**src/rtl/int2flt_pkg.sv**
```systemverilog
// int2flt_pkg: shared FSM encoding and half-precision field constants
package int2flt_pkg;
  typedef enum logic [3:0] {IDLE, ARMED, RD_LO, RD_HI, NORM, ROUND, WR_LO, WR_HI, DONE} state_t;
  localparam int BIAS = 15;
  localparam int EXP_W = 5;
  localparam int MANT_W = 10;
  localparam int EXP_TOP = BIAS + 15;
endpackage

```
**src/rtl/int2flt_ref_dat_mem.sv**
```systemverilog
// dat_mem: single-port data memory, combinational read, posedge write
module dat_mem #(
  parameter int DW = 8,
  parameter int AW = 8
) (
  input  logic          clk,
  input  logic          we,
  input  logic [AW-1:0] addr,
  input  logic [DW-1:0] wdata,
  output logic [DW-1:0] rdata
);
  logic [DW-1:0] mem_core [2**AW];
  always_ff @(posedge clk)
    if (we) mem_core[addr] <= wdata;
  assign rdata = mem_core[addr];
endmodule

```
**src/rtl/int2flt_ref.sv**
```systemverilog
// int2flt_ref: converts a 16-bit signed integer in memory to an IEEE half float in memory
module int2flt_ref
  import int2flt_pkg::*;
#(
  parameter int DW = 8,
  parameter int AW = 8,
  parameter int IN_ADDR = 0,
  parameter int OUT_ADDR = 2
) (
  input  logic clk,
  input  logic reset,
  input  logic start,
  output logic done
);
  state_t state, next;
  logic [DW-1:0] lo, rdata, wdata;
  logic [AW-1:0] addr;
  logic we, sign, shift, rnd;
  logic [15:0] x, mag, res;
  logic [3:0] k;
  logic [EXP_W-1:0] ex;

  dat_mem #(.DW(DW), .AW(AW)) dm1 (.clk(clk), .we(we), .addr(addr), .wdata(wdata), .rdata(rdata));

  assign x = {rdata, lo};
  assign shift = !mag[15] && mag != 16'd0;
  assign ex = EXP_W'(EXP_TOP) - EXP_W'(k);
  assign rnd = mag[4] & ((|mag[3:0]) | mag[5]);

  always_ff @(posedge clk)
    if (reset) state <= IDLE;
    else state <= next;

  always_comb begin
    next = state;
    unique case (state)
      IDLE:  next = start ? ARMED : IDLE;
      ARMED: next = start ? ARMED : RD_LO;
      RD_LO: next = RD_HI;
      RD_HI: next = NORM;
      NORM:  next = shift ? NORM : ROUND;
      ROUND: next = WR_LO;
      WR_LO: next = WR_HI;
      WR_HI: next = DONE;
      DONE:  next = start ? ARMED : DONE;
      default: next = IDLE;
    endcase
  end

  always_ff @(posedge clk)
    if (reset) begin
      lo <= '0;
      sign <= 1'b0;
      mag <= '0;
      k <= '0;
      res <= '0;
    end else begin
      if (state == RD_LO) lo <= rdata;
      if (state == RD_HI) begin
        sign <= x[15];
        mag <= x[15] ? -x : x;
        k <= '0;
      end
      if (state == NORM && shift) begin
        mag <= mag << 1;
        k <= k + 4'd1;
      end
      // the 15-bit add lets a mantissa overflow carry straight into the exponent
      if (state == ROUND)
        res <= mag == 16'd0 ? 16'd0 : {sign, {ex, mag[14:5]} + (EXP_W+MANT_W)'(rnd)};
    end

  always_comb begin
    we = state == WR_LO || state == WR_HI;
    addr = state == RD_HI ? AW'(IN_ADDR + 1) :
           state == WR_LO ? AW'(OUT_ADDR) :
           state == WR_HI ? AW'(OUT_ADDR + 1) : AW'(IN_ADDR);
    wdata = state == WR_HI ? res[15:8] : res[7:0];
    done = state == DONE;
  end
endmodule

```
**config.mk**
```make
export PLATFORM = sky130hd
export DESIGN_NAME = int2flt_ref
export DESIGN_NICKNAME = d
export VERILOG_FILES = /design/src/rtl/int2flt_pkg.sv /design/src/rtl/int2flt_ref_dat_mem.sv /design/src/rtl/int2flt_ref.sv
export SDC_FILE = /design/constraint.sdc
export NUM_CORES = 1
export LEC_CHECK = 0
export BUFFER_PORTS_ARGS = -buffer_cell sky130_fd_sc_hd__clkbuf_2
export CORE_MARGIN = 2
export CORE_UTILIZATION = 40
export DETAILED_ROUTE_END_ITERATION = 10
export GPL_TIMING_DRIVEN = 0
export PLACE_DENSITY = 0.56
export SLEW_MARGIN = 20
export SYNTH_ARGS = -nofsm -noshare
export SYNTH_HDL_FRONTEND = slang
export SYNTH_SLANG_ARGS = --single-unit
```
**constraint.sdc**
```tcl
create_clock -name clk -period 3.36 [get_ports clk]
set_clock_uncertainty 0.05 [all_clocks]
set_input_delay 0.168 -clock clk [delete_from_list [all_inputs] [get_ports clk]]
set_output_delay 0.168 -clock clk [all_outputs]
set_load 0.02 [all_outputs]
```
# Word level (Yosys, flattened, before mapping)
# Memories as Yosys holds them, arrays and structs flattened.
# Cells that the tools add are included.
[classes]
add_sub_neg = 4
n_mul = 0
n_div = 0
n_lt_le_gt_ge = 0
eq_ne = 8
n_shift = 0
mux = 17
bitwise = 2
reduce_logical = 10
[ops]
columns = ["operator", "n"]
rows = [
  ["$mux 16", 4],
  ["$pmux 4 s9", 1],
  ["$eq 4x3->1 const B", 4],
  ["$logic_not 16->1", 1],
  ["$neg 16->16", 1],
  ["$reduce_bool 16->1", 1],
  ["$add 15x1->15", 1],
  ["$mux 4", 3],
  ["$eq 4x2->1 const B", 2],
  ["$mux 2", 4],
  ["$mux 8", 1],
  ["$sub 5x4->5 const A", 1],
  ["$add 4x1->4 const B", 1],
  ["$eq 4x1->1 const B", 1],
  ["$eq 4x4->1 const B", 1],
  ["$logic_not 4->1", 1],
  ["$mux 1", 4],
  ["$reduce_or 4->1", 1],
  ["$logic_and 1x1->1", 2],
  ["$reduce_bool 2->1", 1],
  ["$reduce_or 2->1", 1],
  ["$and 1x1->1", 1],
  ["$logic_not 1->1", 1],
  ["$logic_or 1x1->1", 1],
  ["$or 1x1->1", 1],
]
[totals]
reg_bits = 49
latch_bits = 0
ramBits = 2048
romBits = 0
elab_cells = 49
n_memories = 1
[memory_table]
columns = ["memory", "words", "width", "rd", "rd_clocked_by_memory_dff", "wr", "line", "source"]
rows = [
  ["dm1.mem_core", 256, 8, 1, 0, 1, "int2flt_ref_dat_mem.sv:12", "logic [DW-1:0] mem_core [2**AW];"],
]

# Longest topological paths before layout
# An unclocked memory read counts as a cell.
[logic_depth]
depth_word = 9
mapped_depth = 11

# Modules after synthesis
# A second synthesis with hierarchy kept.
[hier_totals]
hier_cells = 3886
hier_area_um2 = 81059.0
[modules_own_cells]
columns = ["module", "instances", "cells_each", "area_per_inst_um2", "seq_area_each_um2"]
rows = [
  ["dat_mem", 1, 3539, 78332.6, 61499.0],
  ["int2flt_ref", 1, 347, 2726.4, 980.9],
]

# Worst setup path after synthesis
# Ideal clock, no wire load.
[synth_path]
path_kind = "reg2reg"
start = "register mag[2]"
end = "register res[12]"
setup_ns = 0.128
arrival_ns = 2.180
path_slack_ns = 1.003
stages_incl_launch_ff = 12
path_buffers = 0
cell_sequence = "dfxtp_1 or4_1 nor2_4 nor2b_1 ha_1 ha_1 nand3_1 nor3_1 nand2b_1 xor2_1 a22oi_1 nor2_1"
[synth_via]
elab_chain_len = 5
elab_cells_between_ends = 6
[synth_lines]
columns = ["element", "line", "source"]
rows = [
  ["from (decl)", "int2flt_ref.sv:19", "logic [15:0] x, mag, res;"],
  ["from (signal assigned)", "int2flt_ref.sv:61", "mag <= x[15] ? -x : x;"],
  ["from (signal assigned)", "int2flt_ref.sv:65", "mag <= mag << 1;"],
  ["$reduce_or 4->1", "int2flt_ref.sv:28", "assign rnd = mag[4] & ((|mag[3:0]) | mag[5]);"],
  ["$or 1x1->1", "int2flt_ref.sv:28", ""],
  ["$and 1x1->1", "int2flt_ref.sv:28", ""],
  ["$add 15x1->15", "int2flt_ref.sv:70", "res <= mag == 16'd0 ? 16'd0 : {sign, {ex, mag[14:5]} + (EXP_W+MANT_W)'(rnd)};"],
  ["$mux 16 (*)", "int2flt_ref.sv:70", ""],
  ["to (signal assigned)", "int2flt_ref.sv:70", ""],
  ["to (decl)", "int2flt_ref.sv:19", ""],
]
# Mark *: on every way between the ends. The rest lies on a longest branch, timed or not.
# A chain may end at the register's enable or synchronous reset.

# Worst setup path after layout
[layout_path]
start = "register state[3]"
end = "memory dm1.mem_core[0][3] (data pin)"
[layout_via]
elab_chain_len = 2
[layout_lines]
columns = ["element", "line", "source"]
rows = [
  ["from (decl)", "int2flt_ref.sv:15", "state_t state, next;"],
  ["from (signal assigned)", "int2flt_ref.sv:32", "else state <= next;"],
  ["$eq 4x3->1", "int2flt_ref.sv:78", "wdata = state == WR_HI ? res[15:8] : res[7:0];"],
  ["$mux 8", "int2flt_ref.sv:78", ""],
  ["net dm1.wdata[3]", "int2flt_ref_dat_mem.sv:9", "input logic [DW-1:0] wdata,"],
  ["to (decl)", "int2flt_ref_dat_mem.sv:12", ""],
]
# The timed path passes the listed nets, and every way through them passes these cells.

==> summary.md <==
| Metric | Value |
|---|---|
| Post-layout util | 0.446 |
| CORE AREA | 0.0102 mm2 |
| Pint | 0.00136 W |
| Max Fclk | 365 MHz |
| ANT nets after route | 0 |
| CTS tree | done |
| Maximum vdd drop | ~260 uV |
| Mapped Cells | 445 |
| R2R Path Start | state[3]$_SDFF_PP0_ |
| Synth area leaders | dfxtp_1 24%, edfxtp_1 23%, nand2_1 5.9% |
| Final Critical Period | 2.74 ns |
| Worst slew pin tran | 0.815 ns |
| Register area | a little under 0.002 mm2 |
| Layout cell share with drive strength beyond 1 | 0.109 |
| Fin. max-slew vios | 0 |
| Largest net degree at the start of global routing | 17 |
| Commonest non-fill, non-tap cell in the layout | nand2_1 |
| Fillers | between 1000 and 1500 |
| Critical Path End Type | flip-flop |
| Share of the synthesized area in the top cell type | 0.238 |
| Worst r2r dst | dm1.mem_core[0][3]$_DFFE_PP_ |
| EDFF count, synth | 32 |
| First-pass GRT wire length | between 15 and 20 mm |
| Worst slew margin | 0.455 |
| Flop pwr share | 0.554 |
| Switch share | 0.273 |
| Grt total ovfl | 0 |
| Synth area leader | dfxtp_1 |
| Layout area overhead | 10.0% |
| CTS sink count | 81 |
| Die Wd | between 100 and 150 um |
| Vias in the first global route | 3128 |
| Gr usage total | 0.198 |
| RSZ-0062 raised after global routing | no |
| Top_reg_cell synth | dfxtp_1 |
| Initial core utilization | 0.406 |
| Synth unique cells | 67 |
| CTS root buf | clkbuf_8 |
| Tot Pwr | between 0.0015 and 0.002 W |
| Crit Path Max Fanout | 16 |
| Number of detailed-route iterations in the first pass | 5 |
| Fin crit share | 0.816 |
| Placer Congestion | 0.827 |
| Critical path class | reg2reg |
| Register bit total from synthesis | 81 |
| Total CTS buffers | 9 |
| Ys async rst share | 0 |
| CP arrival | 2.77 ns |
| CTS max path bufs | 2 |
| Worst hold path depth | 4 |
| Post-synthesis sequential area ratio | 0.470 |
| Clock latency on the worst-skew pair | 0.37 ns |
| Pwr dens | about 410 mW/mm2 |
| Finish-stage setup viols | 0 |
| Maxcap violations | 0 |
| Avg Cell Area, Syn | 9.28 um2 |
| Final layout net count | 481 |
| Startpoint types | flip-flop |
| Hold buffer count at CTS | 0 |
| Detailed placement HPWL | roughly 7.6 mm |
| Final WL | 10.4 mm |
| CTS clk-pin slew, worst paths | roughly 0.09 ns |
| Hold endpoint | state[3]$_SDFF_PP0_ |
| Worst reg-to-reg setup slack | 0.62 ns |
| Hold Vio Cnt, Final | 0 |
| CTS H-tree depth | 3 |
| Port bufs | 2 |
| Min-Delay Path Class | in2reg |
| Synth Cell Area | 0.00413 mm2 |
| Required time worst endpoint | 3.39 ns |
| Antenna violations before repair | 0 |
| Post-CTS setup buffer count | 0 |
| Net Switching | 0.000512 W |
| Yosys warnings | 0 |
| Initial DRC count | 208 |
| DR WL/cell | 17.0 um |
| I/O pin total | 4 |
| Multi-input gate area | between 0.002 and 0.0025 mm2 |
| Diodes inserted | 0 |
| Clk pwr share | 0.353 |
| Num rows | 37 |
| Die Height | 106 um |
| Post-CTS resize count | 0 |
| Post-route DRC | 0 |
| Reg2reg path depth | 6 |
| LEAKAGE | around 1.6 nW |
| Run status | finished, final reports clean |
| Fin Hold WS | roughly 0.051 ns |
| Most frequent cells in the layout | 65 x nand2_1, 51 x nor2_1, 49 x dfxtp_1, 33 x a21oi_1, 32 x edfxtp_1 |
| Via density | between 5 and 6 |
| Hold Startpoint | start |
| Post-Route Setup TNS | 0 ns |
| Comb power frac | 0.093 |
| Vias | ~3300 |
| Die ar. | 0.0112 mm2 |
## cell families (layout without fill, tap and decap cells)
group,after synthesis,count (layout),share of synthesized area
other,1,16,0.000908
xor gates and xnor gates,25,25,0.0530
and+or+nand+nor,190,190,0.230
DFF,81,81,0.470
AOI/OAI and AO/OA,96,96,0.163
muxes,10,10,0.0257
adders and majority gates,5,5,0.0151
buffers and inverters,37,55,0.0424
## cells in the mapped netlist (3+ instances only)
library cell / n
a31oi_1: 7
nor4bb_1: 3
dfxtp_1: 49
xnor2_1: 7
a22oi_1: 12
a22o_1: 3
ha_1: 5
buf_2: 5
nor2b_1: 5
nand3_1: 14
edfxtp_1: 32
nor4_1: 4
mux2i_1: 5
and3_1: 4
a21oi_1: 33
nor2_1: 51
nor2_2: 3
xor2_1: 18
clkbuf_1: 17
nand2_1: 65
a211oi_1: 10
inv_1: 8
mux2_2: 3
o221a_2: 4
nor3_1: 19
o21ai_1: 5
buf_4: 4
## worst max-delay path by stage
stage | startpoint | end | slack [ns] | depth (start not counted)
global route | state[3]$_SDFF_PP0_ | dm1.mem_core[1][0]$_DFFE_PP_ | 0.34 | 6
global placement | state[3]$_SDFF_PP0_ | dm1.mem_core[2][3]$_DFFE_PP_ | 0.67 | 6
floorplan | mag[2]$_SDFFE_PP0P_ | res[12]$_SDFFE_PP0P_ | 1.00 | 11
CTS | state[3]$_SDFF_PP0_ | dm1.mem_core[1][3]$_DFFE_PP_ | 0.66 | 6
finish | state[3]$_SDFF_PP0_ | dm1.mem_core[0][3]$_DFFE_PP_ | 0.62 | 6
detailed placement | state[3]$_SDFF_PP0_ | dm1.mem_core[3][3]$_DFFE_PP_ | 0.66 | 6
## per-layer routing
layer	track usage	up-vias	share of wire
met3	0.0260	13	0.030
li1	-	1632	-
met1	0.284	1634	0.49
met2	0.308	63	0.46
met4	0.0686	0	0.016
met5	0	-	0
## final cells by class
| type | count | area share |
|---|---|---|
| clock buffer | 9 | 0.0273 |
| multi-input combinational | 342 | 0.456 |
| clock inverter | 7 | 0.0116 |
| tap | 136 | 0.0375 |
| inverter | 9 | 0.00744 |
| timing repair buffer | 2 | 0.00220 |
| sequential | 81 | 0.427 |
| buffer | 28 | 0.0311 |
## power by group through the flow
stage	logic, W	clock network [W]	registers, W
after floorplan	0.000133	0	0.00106
after global placement	0.000171	0	0.00106
after detailed placement	0.000172	0	0.00106
after CTS	0.000173	0.000679	0.00104
after global routing	0.000192	0.000717	0.00104
final	0.000174	0.000663	0.00104
## worst max-delay path: stages (launching register included)
cell and delay, ns:
dfxtp_1 0.50, clkbuf_1 0.36, nor2_1 0.11, nand3_1 0.35, clkinv_1 0.64, nand2_1 0.27, nand2_1 0.17
## sequential cells by signal (all words and copies together) (netlist names)
name	flops
state	4
res	16
k	4
lo	8
dm1.mem_core	32
mag	16
sign	1
## through the flow
| stage | instances | setup WS, ns | area (um2) |
|---|---|---|---|
| 2_1_floorplan | 460 | 1.00 | 4190 |
| 3_3_place_gp | 598 | 0.671 | 4370 |
| 3_5_place_dp | 598 | 0.660 | 4370 |
| 4_1_cts | 614 | 0.662 | 4540 |
| 5_1_grt | 614 | 0.345 | 4540 |
| 6_report | 614 | 0.618 | 4540 |
Note: power is estimated with default switching activity, not from simulation.
